## config.mk

```make
export PLATFORM = sky130hd
export DESIGN_NAME = spi_master_param
export DESIGN_NICKNAME = d
export VERILOG_FILES = /design/src/rtl/spi_master_param.sv
export SDC_FILE = /design/constraint.sdc
export NUM_CORES = 1
export LEC_CHECK = 0
export ABC_AREA = 1
export CAP_MARGIN = 20
export CORE_MARGIN = 1
export CORE_UTILIZATION = 53
export CTS_CLUSTER_SIZE = 30
export DETAILED_ROUTE_END_ITERATION = 8
export GPL_ROUTABILITY_DRIVEN = 0
export PLACE_DENSITY = 0.79
export SYNTH_ARGS = -nofsm -noshare
export SYNTH_HDL_FRONTEND = slang
export SYNTH_SLANG_ARGS = --single-unit
```

## constraint.sdc

```tcl
create_clock -name clk -period 1.7 [get_ports clk]
set_input_delay 0.34 -clock clk [delete_from_list [all_inputs] [get_ports clk]]
set_output_delay 0.34 -clock clk [all_outputs]
set_load 0.02 [all_outputs]
```

## src/rtl/spi_master_param.sv

```systemverilog
// Full-duplex SPI master: DATA_W-bit words, CLK_DIV-scaled SCLK, four CPOL/CPHA modes, MSB/LSB first.
// done arrives 1+CLK_DIV*(2*DATA_W+2) cycles after start is accepted; start is ignored outside IDLE.
module spi_master_param #(
  parameter  int DATA_W  = 8,
  parameter  int CLK_DIV = 4,
  parameter  int SEL_W   = 2,
  localparam int NUM_CS  = 2**SEL_W,
  localparam int CNT_W   = $clog2(DATA_W+1)
) (
  input  logic              clk,
  input  logic              reset,
  input  logic              start,
  input  logic              cpol,
  input  logic              cpha,
  input  logic              lsb_first,
  input  logic [SEL_W-1:0]  cs_sel,
  input  logic [DATA_W-1:0] data_wr,
  input  logic              miso,
  output logic              spi_clk,
  output logic [NUM_CS-1:0] cs_n,
  output logic              mosi,
  output logic [DATA_W-1:0] data_rd,
  output logic              busy,
  output logic              done,
  output logic [2:0]        state,
  output logic [CNT_W-1:0]  count
);

  localparam int DIV_W  = (CLK_DIV > 1) ? $clog2(CLK_DIV) : 1;
  localparam int EDGE_W = $clog2(2*DATA_W);

  typedef enum logic [2:0] {
    IDLE  = 3'd0,
    SETUP = 3'd1,
    XFER  = 3'd2,
    HOLD  = 3'd3,
    DONE  = 3'd4
  } state_t;

  state_t              state_q, state_d;
  logic [DIV_W-1:0]    div_cnt;
  logic [EDGE_W-1:0]   edge_cnt;
  logic                cpol_q, cpha_q, lsb_q;
  logic [DATA_W-1:0]   tx_q, rx_q, rd_q;
  logic                sclk_q, mosi_q;
  logic [NUM_CS-1:0]   cs_n_q;
  logic [CNT_W-1:0]    cnt_q;
  logic                active, tick, last_edge, sample_ev, drive_ev;

  function automatic logic head(input logic [DATA_W-1:0] w, input logic lsb);
    return lsb ? w[0] : w[DATA_W-1];
  endfunction

  function automatic logic [DATA_W-1:0] shift(input logic [DATA_W-1:0] w, input logic lsb);
    return lsb ? {1'b0, w[DATA_W-1:1]} : {w[DATA_W-2:0], 1'b0};
  endfunction

  assign active    = (state_q == SETUP) || (state_q == XFER) || (state_q == HOLD);
  assign tick      = (div_cnt == DIV_W'(CLK_DIV-1));
  assign last_edge = (edge_cnt == EDGE_W'(2*DATA_W-1));
  // Even edge_cnt values are leading SCLK edges, odd ones trailing.
  assign sample_ev = (state_q == XFER) && tick && (edge_cnt[0] == cpha_q);
  assign drive_ev  = (state_q == XFER) && tick &&
                     (cpha_q ? !edge_cnt[0] : (edge_cnt[0] && !last_edge));

  always_ff @(posedge clk or negedge reset) begin
    if (!reset) state_q <= IDLE;
    else        state_q <= state_d;
  end

  always_comb begin
    state_d = state_q;
    case (state_q)
      IDLE:    if (start) state_d = SETUP;
      SETUP:   if (tick) state_d = XFER;
      XFER:    if (tick && last_edge) state_d = HOLD;
      HOLD:    if (tick) state_d = DONE;
      DONE:    state_d = IDLE;
      default: state_d = IDLE;
    endcase
  end

  always_ff @(posedge clk or negedge reset) begin
    if (!reset) begin
      div_cnt  <= '0;
      edge_cnt <= '0;
      cpol_q   <= 1'b0;
      cpha_q   <= 1'b0;
      lsb_q    <= 1'b0;
      tx_q     <= '0;
      rx_q     <= '0;
      rd_q     <= '0;
      sclk_q   <= 1'b0;
      mosi_q   <= 1'b0;
      cs_n_q   <= '1;
      cnt_q    <= '0;
    end else begin
      if (active) div_cnt <= tick ? '0 : div_cnt + DIV_W'(1);
      else        div_cnt <= '0;

      if (state_q != XFER) edge_cnt <= '0;
      else if (tick)       edge_cnt <= edge_cnt + EDGE_W'(1);

      if (state_q == IDLE && start) begin
        cpol_q <= cpol;
        cpha_q <= cpha;
        lsb_q  <= lsb_first;
        sclk_q <= cpol;
        cs_n_q <= ~(NUM_CS'(1) << cs_sel);
        cnt_q  <= '0;
        rx_q   <= '0;
        // With cpha=0 the first bit must be on mosi before the first leading edge.
        if (!cpha) begin
          mosi_q <= head(data_wr, lsb_first);
          tx_q   <= shift(data_wr, lsb_first);
        end else begin
          tx_q   <= data_wr;
        end
      end

      if (state_q == XFER && tick) sclk_q <= ~sclk_q;

      if (drive_ev) begin
        mosi_q <= head(tx_q, lsb_q);
        tx_q   <= shift(tx_q, lsb_q);
      end

      if (sample_ev) begin
        rx_q  <= lsb_q ? {miso, rx_q[DATA_W-1:1]} : {rx_q[DATA_W-2:0], miso};
        cnt_q <= cnt_q + CNT_W'(1);
      end

      if (state_q == HOLD && tick) begin
        cs_n_q <= '1;
        rd_q   <= rx_q;
      end
    end
  end

  assign spi_clk = sclk_q;
  assign cs_n    = cs_n_q;
  assign mosi    = mosi_q;
  assign data_rd = rd_q;
  assign busy    = active;
  assign done    = (state_q == DONE);
  assign state   = state_q;
  assign count   = cnt_q;

endmodule

```

==> metrics.txt <==
hold_ws 0.4757 ns; final non-filler cell total 418; Setup crit end kind output port; critical path's slowest cell clkdlybuf4s50_1; number of filler cells placed in the layout between 300 and 400; Power Density roughly 1200 nW/um^2; largest net degree at the start of global routing 29; DIE AREA between 4000 and 5000 sq um; # rows 24; final hold vios 0; Max-Cap Viols 0; worst-case clock buffer depth 2; crit-path max cell delay 0.61 ns; Die Span Y 69.13 um; CTS Buf Count 5; internal power 0.002253 W; R2R setup slack 0.11 ns; Power, Total 0.003761 W; vias per inst 5.380; Pre-antenna DRT Iters 4; initial core utilization between 50 and 60%; DR iter-0 viols 137; DRC 0; share of layout cells above drive strength 1 between 10% and 20%; Yosys reg bits 45; TritonCTS clock tree done; Worst Tran Pin Value 0.4537 ns; Routed Antenna Nets 0; most common cell after layout, fill and taps aside nand2_1; die width 69.13 um; # port buffers 39; post-DP HPWL between 3 and 4 mm; core area 4354 sq um; vias in the first global route 2042; H-tree lvl count 2; Clock Skew 0.007841 ns; CP required 1.36 ns; CTS root buffer clkbuf_8; fmax 0.6114 GHz; Ys Warns 0; Crit Reg-Reg Startpoint state[0]; sequential area share after synthesis 47.35%; share of the synthesized area in the top cell type approximately 43%; switching pwr 0.001508 W; Flop pwr share 40.5%; Comb power frac 41.5%; r2r worst-path depth 7; cell taking the most area after synthesis dfrtp_1; Area contributors post-synth dfrtp_1, nand2_1, nand3_1; worst path arrival time approximately 1.3 ns; Crit Reg-Reg Endpoint rx_q[0]; Mean Syn Cell Area 7.656 sq um; syn nets 332; final net count a little under 400; LEAKAGE 1.575 nW; Clock Sink Count 45; cell count after placement 407; Post-Synthesis Cell Area ~2400 sq um; CP Launch Point mosi; GRT Total Usage roughly a quarter; crit path kind reg2out; Crit path depth 1; final worst slack between 0.06 and 0.07 ns; clock power share 18.1%; # IOs 40; Area Growth Syn to Fin 27.87%; Switching Fraction 40.09%; Top Usage Layer GRT met2; Max VDD drop 0.6165 mV; Mapped Cells approximately 310; status finished, final reports clean; Crit path max-delay family buffers and inverters; startpoint types flop; first-pass GRT wire length 9.342 mm; initial antenna violation count 0; worst setup path end mosi; relative slew slack 69.75%; vias ~2200; crit path buf inv count 1; min-delay worst type reg2reg; dpl ws -0.002611 ns; post-route minimum period 1.635 ns; Max Slew Vio Count 0; diode count 0; met3 Usage GRT 5.556%; RSZ-0062 raised after global routing true; post-synth cell types 28; critical-path cell list clkdlybuf4s50_1; Worst-Skew Late Latency about 0.3 ns; grt total ovfl 0; Reg clk slew, reported paths 0.09 ns; period utilization 96.20%; final setup violation count 0; wire per inst about 13 um; grt met1 use 32.13%; commonest non-fill, non-tap cells in the layout nand2_1, nand3_1, o21ai_0, dfrtp_1, inv_1; routing usage on met2 39.70%; Post-Route WL 5.254 mm; crit-path max FO 2
## power by group through the flow
stage	registers [W]	clock network [W]	logic (W)
after floorplan	0.00163	0	0.000887
after global placement	0.00153	0	0.00156
after detailed placement	0.00154	0	0.00159
after CTS	0.00152	0.000682	0.00156
after global routing	0.00156	0.000728	0.00175
final	0.00152	0.000680	0.00156
## state kept, by name (all words and copies together), names as in the netlist
register	cells
edge_cnt	4
count	4
lsb_q	1
div_cnt	2
cpha_q	1
rx_q	8
mosi	1
state	3
spi_clk	1
tx_q	8
cs_n	4
data_rd	8
## final cells by class
type                    instances  area, sq um  share of cell area [%]
inverters                      29        111.4                   3.646
well taps                      52        65.06                   2.130
multi-input cells             228         1101                   36.05
clock inverters                 3        21.27                  0.6964
repair buffers                 56        555.5                   18.19
flip-flops and latches         45         1131                   37.03
clock buffers                   5        68.82                   2.253
## metrics by stage
stage	instance area [sq um]	utilization, %	setup TNS (ns)
floorplan	2389	-	0
global placement	2919	67.04	0
detailed placement	2919	67.04	-0.002611
CTS	3009	69.11	0
global route	3054	70.14	-0.01073
finish	3054	70.14	0
## how the worst min path moves through the flow
stage               start          to  slack, ns  cells past startpoint
2_1_floorplan       reset    count[0]       0.04                      0
3_3_place_gp        reset    state[0]       0.31                      1
3_5_place_dp        reset    state[0]       0.31                      1
4_1_cts        div_cnt[0]  div_cnt[0]       0.47                      1
5_1_grt        div_cnt[0]  div_cnt[0]       0.51                      1
6_report       div_cnt[0]  div_cnt[0]       0.48                      1
## routing by layer
metal  vias up  part of all wire [%]
met5         -                     0
met4         0                   1.4
met3         9                   4.7
met2        52                    48
li1       1126                     -
met1      1062                    46
## cell usage after synthesis
cell / number
buf_2: 4
xnor2_1: 1
o22a_1: 1
nand3b_1: 1
clkinv_1: 1
nand3_4: 1
dfstp_2: 4
or2_2: 1
o21ai_0: 41
nand4_1: 3
nand2_1: 103
nand2_4: 1
inv_2: 1
nand4_2: 2
dfrtp_1: 41
nor2_8: 1
nand3_1: 44
inv_1: 27
buf_6: 1
xor2_1: 1
a21oi_1: 5
ha_1: 3
nand2_2: 2
nor2_4: 1
nor3b_1: 1
clkbuf_1: 5
nor2_1: 12
nor3_1: 3
## kinds of logic after synthesis
kind of cell	after synthesis	share of synthesized area [%]
AND/OR/NAND/NOR	176	33.68
AO/OA/AOI/OAI	47	10.01
adder cells (fa/ha/maj)	3	1.572
buffers and inverters	39	6.653
XOR/XNOR	2	0.7335
flip-flops	45	47.35
## repair_timing
action,in CTS,in global routing
gates resized for setup,8,7
hold endpoints to repair,17,0
buffers inserted,0,2
hold buffers,1,0
setup endpoints to repair,8,15
pin swaps,0,1
Note: power is estimated with default switching activity, not from simulation.
